## src/rtl/riscv_dcache_wb_if.sv

```systemverilog
// CPU-side and memory-side signal bundle for the direct-mapped write-back data cache.
// The slave modport is the cache; the master modport is the environment that drives it
// (the MEM-stage requester plus the backing data memory).
interface riscv_dcache_wb_if #(
  parameter int ADDR_W = 32,
  parameter int CNT_W  = 16
);
  logic              cpu_req;
  logic              cpu_we;
  logic [ADDR_W-1:0] cpu_addr;
  logic [31:0]       cpu_wdata;
  logic [3:0]        cpu_be;
  logic [31:0]       cpu_rdata;
  logic              cpu_ready;
  logic              cpu_busy;
  logic              flush;
  logic              flush_done;
  logic              mem_req;
  logic              mem_we;
  logic [ADDR_W-1:0] mem_addr;
  logic [31:0]       mem_wdata;
  logic [31:0]       mem_rdata;
  logic              mem_ack;
  logic [CNT_W-1:0]  hit_count;
  logic [CNT_W-1:0]  miss_count;

  modport slave (
    input  cpu_req, cpu_we, cpu_addr, cpu_wdata, cpu_be, flush, mem_rdata, mem_ack,
    output cpu_rdata, cpu_ready, cpu_busy, flush_done, mem_req, mem_we, mem_addr,
           mem_wdata, hit_count, miss_count
  );

  modport master (
    output cpu_req, cpu_we, cpu_addr, cpu_wdata, cpu_be, flush, mem_rdata, mem_ack,
    input  cpu_rdata, cpu_ready, cpu_busy, flush_done, mem_req, mem_we, mem_addr,
           mem_wdata, hit_count, miss_count
  );
endinterface

```

## src/rtl/riscv_dcache_wb.sv

```systemverilog
// Direct-mapped, write-back / write-allocate data cache with one 32-bit word per line.
// Misses evict a dirty victim first, then refill; stores merge byte lanes on top of the
// line. A flush walks every index and writes back dirty lines. Hit/miss counters saturate.
module riscv_dcache_wb #(
  parameter int ADDR_W = 32,
  parameter int LINES  = 4,
  parameter int CNT_W  = 16
) (
  input logic               clock,
  input logic               reset,
  riscv_dcache_wb_if.slave  bus
);
  localparam int IDX_W = $clog2(LINES);
  localparam int TAG_W = ADDR_W - IDX_W - 2;
  localparam logic [IDX_W-1:0] LAST_IDX = IDX_W'(LINES - 1);

  typedef enum logic [2:0] {IDLE, WRITEBACK, REFILL, FLUSH_SCAN, FLUSH_WB} state_t;

  state_t            state_reg;
  logic [LINES-1:0]  valid_reg;
  logic [LINES-1:0]  dirty_reg;
  logic [TAG_W-1:0]  tag_mem  [LINES];
  logic [31:0]       data_mem [LINES];

  // Miss context captured in IDLE, replayed when the refill returns.
  logic [ADDR_W-3:0] lat_word_reg;
  logic              lat_we_reg;
  logic [31:0]       lat_wdata_reg;
  logic [3:0]        lat_be_reg;
  logic [IDX_W-1:0]  scan_idx_reg;

  logic [31:0]       cpu_rdata_reg;
  logic              cpu_ready_reg;
  logic              flush_done_reg;
  logic              mem_req_reg;
  logic              mem_we_reg;
  logic [ADDR_W-1:0] mem_addr_reg;
  logic [31:0]       mem_wdata_reg;
  logic [CNT_W-1:0]  hit_count_reg;
  logic [CNT_W-1:0]  miss_count_reg;

  logic [IDX_W-1:0]  cpu_idx;
  logic [TAG_W-1:0]  cpu_tag;
  logic [IDX_W-1:0]  lat_idx;
  logic [TAG_W-1:0]  lat_tag;
  logic              line_hit;
  logic              mem_done;
  logic [31:0]       store_merged;
  logic [31:0]       refill_merged;
  logic [31:0]       refill_word;
  logic              unused_addr_bits;

  assign cpu_idx  = bus.cpu_addr[IDX_W+1:2];
  assign cpu_tag  = bus.cpu_addr[ADDR_W-1:IDX_W+2];
  assign lat_idx  = lat_word_reg[IDX_W-1:0];
  assign lat_tag  = lat_word_reg[ADDR_W-3:IDX_W];
  assign line_hit = valid_reg[cpu_idx] && (tag_mem[cpu_idx] == cpu_tag);
  // An ack only counts while a request is actually outstanding.
  assign mem_done = bus.mem_ack && mem_req_reg;
  assign unused_addr_bits = ^bus.cpu_addr[1:0];

  // Byte-lane merge: store data over the cached word (hit) or over the refill data (miss).
  for (genvar gi = 0; gi < 4; gi++) begin : g_lane
    assign store_merged[8*gi +: 8]  = bus.cpu_be[gi] ? bus.cpu_wdata[8*gi +: 8]
                                                     : data_mem[cpu_idx][8*gi +: 8];
    assign refill_merged[8*gi +: 8] = lat_be_reg[gi] ? lat_wdata_reg[8*gi +: 8]
                                                     : bus.mem_rdata[8*gi +: 8];
  end
  assign refill_word = lat_we_reg ? refill_merged : bus.mem_rdata;

  logic              wr_en;
  logic [IDX_W-1:0]  wr_idx;
  logic [TAG_W-1:0]  wr_tag;
  logic [31:0]       wr_data;

  // Select the single tag/data write per cycle: a store hit or a completed refill.
  always_comb begin
    wr_en   = 1'b0;
    wr_idx  = cpu_idx;
    wr_tag  = cpu_tag;
    wr_data = store_merged;
    if (state_reg == IDLE && !bus.flush && bus.cpu_req && line_hit && bus.cpu_we) begin
      wr_en = 1'b1;
    end else if (state_reg == REFILL && mem_done) begin
      wr_en   = 1'b1;
      wr_idx  = lat_idx;
      wr_tag  = lat_tag;
      wr_data = refill_word;
    end
  end

  // Tag/data storage; contents are meaningless while the valid bit is clear, so no reset.
  always_ff @(posedge clock) begin
    if (wr_en) begin
      tag_mem[wr_idx]  <= wr_tag;
      data_mem[wr_idx] <= wr_data;
    end
  end

  // Controller FSM with registered CPU/memory outputs, line state and counters.
  always_ff @(posedge clock or posedge reset) begin
    if (reset) begin
      state_reg      <= IDLE;
      valid_reg      <= '0;
      dirty_reg      <= '0;
      lat_word_reg   <= '0;
      lat_we_reg     <= 1'b0;
      lat_wdata_reg  <= '0;
      lat_be_reg     <= '0;
      scan_idx_reg   <= '0;
      cpu_rdata_reg  <= '0;
      cpu_ready_reg  <= 1'b0;
      flush_done_reg <= 1'b0;
      mem_req_reg    <= 1'b0;
      mem_we_reg     <= 1'b0;
      mem_addr_reg   <= '0;
      mem_wdata_reg  <= '0;
      hit_count_reg  <= '0;
      miss_count_reg <= '0;
    end else begin
      cpu_ready_reg  <= 1'b0;
      flush_done_reg <= 1'b0;
      case (state_reg)
        IDLE: begin
          if (bus.flush) begin
            // Flush wins; a same-cycle CPU request is dropped and must be retried.
            state_reg    <= FLUSH_SCAN;
            scan_idx_reg <= '0;
          end else if (bus.cpu_req) begin
            if (line_hit) begin
              cpu_ready_reg <= 1'b1;
              cpu_rdata_reg <= bus.cpu_we ? store_merged : data_mem[cpu_idx];
              if (bus.cpu_we && (bus.cpu_be != 4'b0000)) dirty_reg[cpu_idx] <= 1'b1;
              if (hit_count_reg != {CNT_W{1'b1}}) hit_count_reg <= hit_count_reg + CNT_W'(1);
            end else begin
              if (miss_count_reg != {CNT_W{1'b1}}) miss_count_reg <= miss_count_reg + CNT_W'(1);
              lat_word_reg  <= bus.cpu_addr[ADDR_W-1:2];
              lat_we_reg    <= bus.cpu_we;
              lat_wdata_reg <= bus.cpu_wdata;
              lat_be_reg    <= bus.cpu_be;
              mem_req_reg   <= 1'b1;
              if (valid_reg[cpu_idx] && dirty_reg[cpu_idx]) begin
                state_reg     <= WRITEBACK;
                mem_we_reg    <= 1'b1;
                mem_addr_reg  <= {tag_mem[cpu_idx], cpu_idx, 2'b00};
                mem_wdata_reg <= data_mem[cpu_idx];
              end else begin
                state_reg    <= REFILL;
                mem_we_reg   <= 1'b0;
                mem_addr_reg <= {bus.cpu_addr[ADDR_W-1:2], 2'b00};
              end
            end
          end
        end
        WRITEBACK: begin
          // mem_req stays high straight into the refill.
          if (mem_done) begin
            state_reg    <= REFILL;
            mem_we_reg   <= 1'b0;
            mem_addr_reg <= {lat_word_reg, 2'b00};
          end
        end
        REFILL: begin
          if (mem_done) begin
            state_reg          <= IDLE;
            mem_req_reg        <= 1'b0;
            valid_reg[lat_idx] <= 1'b1;
            dirty_reg[lat_idx] <= lat_we_reg && (lat_be_reg != 4'b0000);
            cpu_ready_reg      <= 1'b1;
            cpu_rdata_reg      <= refill_word;
          end
        end
        FLUSH_SCAN: begin
          if (dirty_reg[scan_idx_reg]) begin
            state_reg     <= FLUSH_WB;
            mem_req_reg   <= 1'b1;
            mem_we_reg    <= 1'b1;
            mem_addr_reg  <= {tag_mem[scan_idx_reg], scan_idx_reg, 2'b00};
            mem_wdata_reg <= data_mem[scan_idx_reg];
          end else if (scan_idx_reg == LAST_IDX) begin
            state_reg      <= IDLE;
            flush_done_reg <= 1'b1;
          end else begin
            scan_idx_reg <= scan_idx_reg + IDX_W'(1);
          end
        end
        FLUSH_WB: begin
          if (mem_done) begin
            mem_req_reg             <= 1'b0;
            dirty_reg[scan_idx_reg] <= 1'b0;
            if (scan_idx_reg == LAST_IDX) begin
              state_reg      <= IDLE;
              flush_done_reg <= 1'b1;
            end else begin
              state_reg    <= FLUSH_SCAN;
              scan_idx_reg <= scan_idx_reg + IDX_W'(1);
            end
          end
        end
        default: state_reg <= IDLE;
      endcase
    end
  end

  assign bus.cpu_rdata  = cpu_rdata_reg;
  assign bus.cpu_ready  = cpu_ready_reg;
  assign bus.cpu_busy   = (state_reg != IDLE);
  assign bus.flush_done = flush_done_reg;
  assign bus.mem_req    = mem_req_reg;
  assign bus.mem_we     = mem_we_reg;
  assign bus.mem_addr   = mem_addr_reg;
  assign bus.mem_wdata  = mem_wdata_reg;
  assign bus.hit_count  = hit_count_reg;
  assign bus.miss_count = miss_count_reg;
endmodule

```

## src/flat_wrapper.sv

```systemverilog
// flat-port wrapper written by rule: the top's interface ports become plain ports
module riscv_dcache_wb_flat 
#(
  parameter int ADDR_W = 32,
  parameter int LINES  = 4,
  parameter int CNT_W  = 16
)
  (clock, reset, bus_cpu_req, bus_cpu_we, bus_cpu_addr, bus_cpu_wdata, bus_cpu_be, bus_flush, bus_mem_rdata, bus_mem_ack, bus_cpu_rdata, bus_cpu_ready, bus_cpu_busy, bus_flush_done, bus_mem_req, bus_mem_we, bus_mem_addr, bus_mem_wdata, bus_hit_count, bus_miss_count);
  riscv_dcache_wb_if #(.ADDR_W(ADDR_W), .CNT_W(CNT_W)) bus_i ();
  input logic clock;
  input logic reset;
  input wire logic [$bits(bus_i.cpu_req)-1:0] bus_cpu_req;
  input wire logic [$bits(bus_i.cpu_we)-1:0] bus_cpu_we;
  input wire logic [$bits(bus_i.cpu_addr)-1:0] bus_cpu_addr;
  input wire logic [$bits(bus_i.cpu_wdata)-1:0] bus_cpu_wdata;
  input wire logic [$bits(bus_i.cpu_be)-1:0] bus_cpu_be;
  input wire logic [$bits(bus_i.flush)-1:0] bus_flush;
  input wire logic [$bits(bus_i.mem_rdata)-1:0] bus_mem_rdata;
  input wire logic [$bits(bus_i.mem_ack)-1:0] bus_mem_ack;
  output wire logic [$bits(bus_i.cpu_rdata)-1:0] bus_cpu_rdata;
  output wire logic [$bits(bus_i.cpu_ready)-1:0] bus_cpu_ready;
  output wire logic [$bits(bus_i.cpu_busy)-1:0] bus_cpu_busy;
  output wire logic [$bits(bus_i.flush_done)-1:0] bus_flush_done;
  output wire logic [$bits(bus_i.mem_req)-1:0] bus_mem_req;
  output wire logic [$bits(bus_i.mem_we)-1:0] bus_mem_we;
  output wire logic [$bits(bus_i.mem_addr)-1:0] bus_mem_addr;
  output wire logic [$bits(bus_i.mem_wdata)-1:0] bus_mem_wdata;
  output wire logic [$bits(bus_i.hit_count)-1:0] bus_hit_count;
  output wire logic [$bits(bus_i.miss_count)-1:0] bus_miss_count;
  assign bus_i.cpu_req = bus_cpu_req;
  assign bus_i.cpu_we = bus_cpu_we;
  assign bus_i.cpu_addr = bus_cpu_addr;
  assign bus_i.cpu_wdata = bus_cpu_wdata;
  assign bus_i.cpu_be = bus_cpu_be;
  assign bus_i.flush = bus_flush;
  assign bus_i.mem_rdata = bus_mem_rdata;
  assign bus_i.mem_ack = bus_mem_ack;
  assign bus_cpu_rdata = bus_i.cpu_rdata;
  assign bus_cpu_ready = bus_i.cpu_ready;
  assign bus_cpu_busy = bus_i.cpu_busy;
  assign bus_flush_done = bus_i.flush_done;
  assign bus_mem_req = bus_i.mem_req;
  assign bus_mem_we = bus_i.mem_we;
  assign bus_mem_addr = bus_i.mem_addr;
  assign bus_mem_wdata = bus_i.mem_wdata;
  assign bus_hit_count = bus_i.hit_count;
  assign bus_miss_count = bus_i.miss_count;
  riscv_dcache_wb #(.ADDR_W(ADDR_W), .LINES(LINES), .CNT_W(CNT_W)) u_core (.clock(clock), .reset(reset), .bus(bus_i));
endmodule
```

## config.mk

```make
export PLATFORM = sky130hd
export DESIGN_NAME = riscv_dcache_wb_flat
export DESIGN_NICKNAME = d
export VERILOG_FILES = /design/src/rtl/riscv_dcache_wb_if.sv /design/src/rtl/riscv_dcache_wb.sv /design/src/flat_wrapper.sv
export SDC_FILE = /design/constraint.sdc
export NUM_CORES = 1
export LEC_CHECK = 0
export ABC_AREA = 0
export CAP_MARGIN = 20
export CORE_MARGIN = 10
export CORE_UTILIZATION = 52
export DETAILED_ROUTE_END_ITERATION = 8
export HOLD_SLACK_MARGIN = 0.05
export PLACE_DENSITY = 0.8
export SLEW_MARGIN = 5
export SYNTH_ARGS = -nofsm -noshare
export SYNTH_HDL_FRONTEND = slang
export SYNTH_SLANG_ARGS = --single-unit
```

## constraint.sdc

```tcl
create_clock -name clock -period 7.4 [get_ports clock]
set_input_delay 1.48 -clock clock [delete_from_list [all_inputs] [get_ports clock]]
set_output_delay 1.48 -clock clock [all_outputs]
set_load 0.02 [all_outputs]
```

# After elaboration in Yosys (flattened, before gate mapping)
# Memory sizes are Yosys's and may differ from the RTL's.
# Cells that the tools add are included.
# word_totals
reg_bits	212
latchBits	0
mem_bits_rw	240
romBits	0
in_bits	106
wordCells	188
memories	2
# mem_list
name	words	width	read_ports	rd_ports_with_merged_regs	wr	line_no	text
u_core.data_mem	4	32	2	0	1	riscv_dcache_wb.sv:23	logic [31:0] data_mem [LINES];
u_core.tag_mem	4	28	2	0	1	riscv_dcache_wb.sv:22	logic [TAG_W-1:0] tag_mem [LINES];
# classes
addsub	3
n_mul	0
div	0
order_cmp	6
n_eq_ne	24
shifts	0
muxes	94
n_bitwise	6
reduce_logical	36
# ops
op	n
$mux 32	19
$pmux 32 s2	2
$pmux 32 s3	1
$mux 8	8
$mux 28	2
$add 16x1->16 const B	2
$ne 16x16->1 const B	2
$eq 28x28->1	1
$mux 1	26
$mux 3	8
$mux 4	6
$reduce_and 6->1	4
$mux 2	8
$pmux 3 s5	1
$reduce_and 5->1	3
$reduce_bool 3->1	5
$ne 2x2->1 const B	7
$logic_and 1x1->1	13
$ne 2x1->1 const B	6
$pmux 4 s3	1
$lt 2x3->1 const B	3
$or 4x4->4	2
$reduce_and 4->1	2
$reduce_bool 4->1	2
23 further kinds	35

# Depth between registers and ports, before layout
# depth
word_depth	10
mapped_depth	11

# Worst setup path before layout
# Ideal clock, no wire load.
# synth_path
kind	input port to flip-flop
start	in bus_cpu_addr[2]
end	mem u_core.data_mem[3][0], enable pin
setup_time_ps	498
t_arrival_ps	6456
required_time_ps	6902
setup_slack_ps	446
path_stages	10
n_path_buf	3
path_cell_list	buf_2 mux4_2 xnor2_1 nand4_1 nor3_1 o2111a_1 buf_2 buf_2 a31oi_1 a21oi_1
# synth_between
elab_chain_len	8
elab_cells_between_ends	12
classes_between	eq/ne (1); mux (7); reduce/logical (3); memory (1)
# synth_rtl
item	line_no	text
start: declaration	flat_wrapper.sv:14	input wire logic [$bits(bus_i.cpu_addr)-1:0] bus_cpu_addr;
$mem_v2 4x28 / $bmux 1 s2 (equally long branches)	-	
$eq 28x28->1 / $mux 1 (equally long branches)	riscv_dcache_wb.sv:57	assign line_hit = valid_reg[cpu_idx] && (tag_mem[cpu_idx] == cpu_tag);
$logic_and 1x1->1	riscv_dcache_wb.sv:57	
$logic_and 1x1->1 (2 in a row)	riscv_dcache_wb.sv:82	if (state_reg == IDLE && !bus.flush && bus.cpu_req && line_hit && bus.cpu_we) begin
$mux 1	riscv_dcache_wb.sv:82	
$mux 1	riscv_dcache_wb.sv:94	if (wr_en) begin
$mux 1 (implied by the code)	riscv_dcache_wb.sv:96	data_mem[wr_idx] <= wr_data;
end: declaration	riscv_dcache_wb.sv:23	
# Several ways; a longest one is shown, not always the timed one. The select of a mux whose other input is x is not followed.

# Final worst setup path
# layout_path
start	in bus_cpu_addr[2]
end	mem u_core.data_mem[1][28], enable pin
# The elaborated chain is that of the path after synthesis.

==> results.md <==
- Maximum vdd drop: around 0.27 mV
- Endpoints failing hold: 0
- Sw Share: 0.347
- Via count of the routed design: between 15000 and 20000
- Via/cell ratio: about 6.3
- Cell Count, Final, Fillers Out: around 2500
- Most frequent cells in the layout: edfxtp_1, clkdlybuf4s50_1, dfrtp_1
- Clk pin slew, worst setup/hold paths: 60 ps
- Final worst path period share: 0.713
- Drt pass-1 iters: 5
- Fraction of layout cells with a size suffix above 1: 0.236
- Critical path startpoint: bus_cpu_addr[2]
- Post CTS Setup Buffer Count: 0
- Hold Crit Class: reg -> reg
- Int Power: 6.71 mW
- Iter 0 DRT Violations: 1518
- Synthesized flop and latch total: 450
- Commonest non-fill, non-tap cell in the layout: edfxtp_1
- CTS sink cnt: between 400 and 500
- Arrival time worst endpoint: around 5500 ps
- Max H-tree Level: 2
- Congestion Overflow GR: 0
- First-pass GRT wire length: ~95000 µm
- TritonCTS buffer count: 48
- GPL Wtd Cong: approximately 0.83
- Total die area: around 52000 µm²
- Dpl cells: around 2400
- Synthesized instance count: roughly 1600
- Starting Density: 0.526
- Core ar.: between 40000 and 50000 µm²
- Filler instances: approximately 3100
- Highest Signal Layer: met5
- Final setup fails: 0
- Top reg by flops: u_core.data_mem
- CTS Hold Buffers Added: 0
- Pin count of the biggest net entering global routing: around 140
- Wl on met1: ~24000 µm
- Sequential area share after synthesis: 0.549
- CP endpoint: u_core.data_mem[1][28]$_DFFE_PP_
- WL final: between 60000 and 70000 µm
- Post-DRT Antenna Nets: 0
- Slew margin rel.: 0.257
- Worst R2R Start: u_core.tag_mem[3][25]$_DFFE_PP_
- Sw power: 3.57 mW
- Crit Path Category: in -> reg
- CTS tree: done
- RSZ-0062 raised after global routing: false
- Syn Std Cell Area: 22700 µm²
- Worst setup EP type: flop
- Initial antenna violation count: 2
- Crit Path Max Fanout: 38
- Die Width: around 230 µm
- Register share of total power: 0.375
- Tmin final: about 5300 ps
- Top Registers: u_core.data_mem x128, u_core.tag_mem x112
- R2r setup slk: roughly 3300 ps
- Max_cap viols: 0
- Worst reg2reg endpoint: u_core.data_mem[1][28]$_DFFE_PP_
- Skew final: ~15 ps
- Metal2 WL: ~30000 µm
- P per Cell Area: between 300 and 400 nW/µm²
- Worst-margin pin slew: ~1100 ps
- Max-slew violation count: 0
- Post-CTS sizing: 0
- CTS Buffer Depth: 3
- Global router's overall resource usage: 0.229
- FMAX: around 190 MHz
- Largest register FFs: roughly 130
- Syn_area_per_cell: between 10 and 15 µm²
- Hpwl dp: ~38000 µm
- Syn-to-layout area delta: 20.4%
- Most common flop cell mapped by yosys: edfxtp_1
- EDFF count, synth: 240
- I/O Pins: about 240
- Clock power frac: 0.249
- Synth warn: 0
- Vias in the first global route: approximately 16000
- CP Launch Type: input port
- Worst skew pair latency: between 500 and 600 ps
- Fin nets: just under 2000
- Pleak: roughly 10 nW
- Port bufs: 234
- Path depth of the worst reg2reg path: 9
- Die Height: about 230 µm
- Rows: 76
- Setup_tns: 0 ps
- Run status: finished clean
- Remaining DRCs: 0
- DR WL/cell: roughly 25 µm
- Synth async-reset ratio: 0.467
- Library cells used by synthesis: 58
- Comb power frac: 0.377
- Root Driver: clkbuf_16
- Met3 WL post-DR: a little under 5000 µm
- Worst EP required: 7650 ps
- HP Start: u_core.valid_reg[2]$_DFFE_PP0P_
[cell families after synthesis]
kind of cell             count (synthesis)  share of synthesized area
AO/OA/AOI/OAI                          230                     0.0675
multiplexers                           416                      0.260
flip-flops                             450                      0.549
adder cells (fa/ha/maj)                  6                    0.00331
buffers and inverters                  129                     0.0238
other                                    1                   0.000165
AND/OR/NAND/NOR                        346                     0.0741
XOR/XNOR                                57                     0.0220
[worst min path at each step]
stage	to	slack, ps	cells past startpoint
floorplan	u_core.valid_reg[2]$_DFFE_PP0P_	420	1
global placement	u_core.valid_reg[1]$_DFFE_PP0P_	430	1
detailed placement	u_core.valid_reg[2]$_DFFE_PP0P_	450	1
CTS	u_core.valid_reg[2]$_DFFE_PP0P_	460	1
global route	u_core.valid_reg[2]$_DFFE_PP0P_	470	1
finish	u_core.valid_reg[2]$_DFFE_PP0P_	460	1
[critical path, cell delays in order]
cell and delay [ps]:
buf_4 480, buf_4 380, mux4_2 560, xnor2_1 250, nand4_1 120, nor3_1 190, o2111a_1 210, buf_4 370
a31oi_1 400, nor2_4 600, buf_4 400
[power by group through the flow]
stage / sequential [mW] / clock [mW] / combinational (mW)
2_1_floorplan: 4.00 / 0 / 2.26
3_3_place_gp: 3.84 / 0 / 3.75
3_5_place_dp: 3.88 / 0 / 3.86
4_1_cts: 3.84 / 2.60 / 3.88
5_1_grt: 3.92 / 2.70 / 4.16
6_report: 3.85 / 2.56 / 3.87
[stage by stage]
step | area, µm² | power [mW] | util | hold WS, ps | setup WS, ps
after global routing | 27300 | 10.8 | 0.633 | 469 | 1850
final | 27300 | 10.3 | 0.633 | 462 | 2130
after global placement | 25600 | 7.59 | 0.593 | 435 | 1540
after floorplan | 22700 | 6.27 | - | 423 | 182
after detailed placement | 25600 | 7.73 | 0.593 | 447 | 1550
after CTS | 27300 | 10.3 | 0.632 | 460 | 2170
[cells in the mapped netlist (3+ instances only)]
master,instances,area share
mux2_1,29,0.014
buf_1,17,0.0028
nor3_1,23,0.0051
nor4_1,5,0.0014
nor2_1,24,0.0040
and3_1,37,0.010
ha_1,6,0.0033
inv_1,10,0.0017
nand4_1,22,0.0061
dfrtp_1,210,0.23
nand2_1,158,0.026
buf_4,8,0.0026
nor2b_1,32,0.0088
o32a_1,3,0.0013
and2_1,7,0.0019
o21ai_0,22,0.0048
and4_1,3,0.0012
nand2b_1,10,0.0028
or2_2,3,0.00083
nand3_1,13,0.0029
mux2_2,196,0.097
a211oi_1,65,0.021
mux4_2,117,0.12
edfxtp_1,240,0.32
mux2i_1,74,0.033
a21oi_1,76,0.017
buf_2,21,0.0046
xor2_1,18,0.0069
clkbuf_1,72,0.012
a21o_1,3,0.00099
xnor2_1,39,0.015
o31ai_1,34,0.011
a31oi_1,3,0.00083
[cell type report]
type                            count  area [µm²]  area share
Sequential cell                   450       12500       0.456
Timing Repair Buffer              263        2630      0.0963
Clock inverter                     20         290      0.0106
Multi-Input combinational cell   1057        9780       0.358
Antenna cell                        1        2.50   0.0000915
Inverter                           11        48.8     0.00178
Tap cell                          585         732      0.0268
Clock buffer                       69        1390      0.0509
[routing by layer]
metal / vias up / track usage
met5: - / 0
met4: 2 / 0.0809
met3: 111 / 0.0432
met2: 774 / 0.389
met1: 7908 / 0.290
li1: 6695 / -
(Power assumes the default switching activity.)
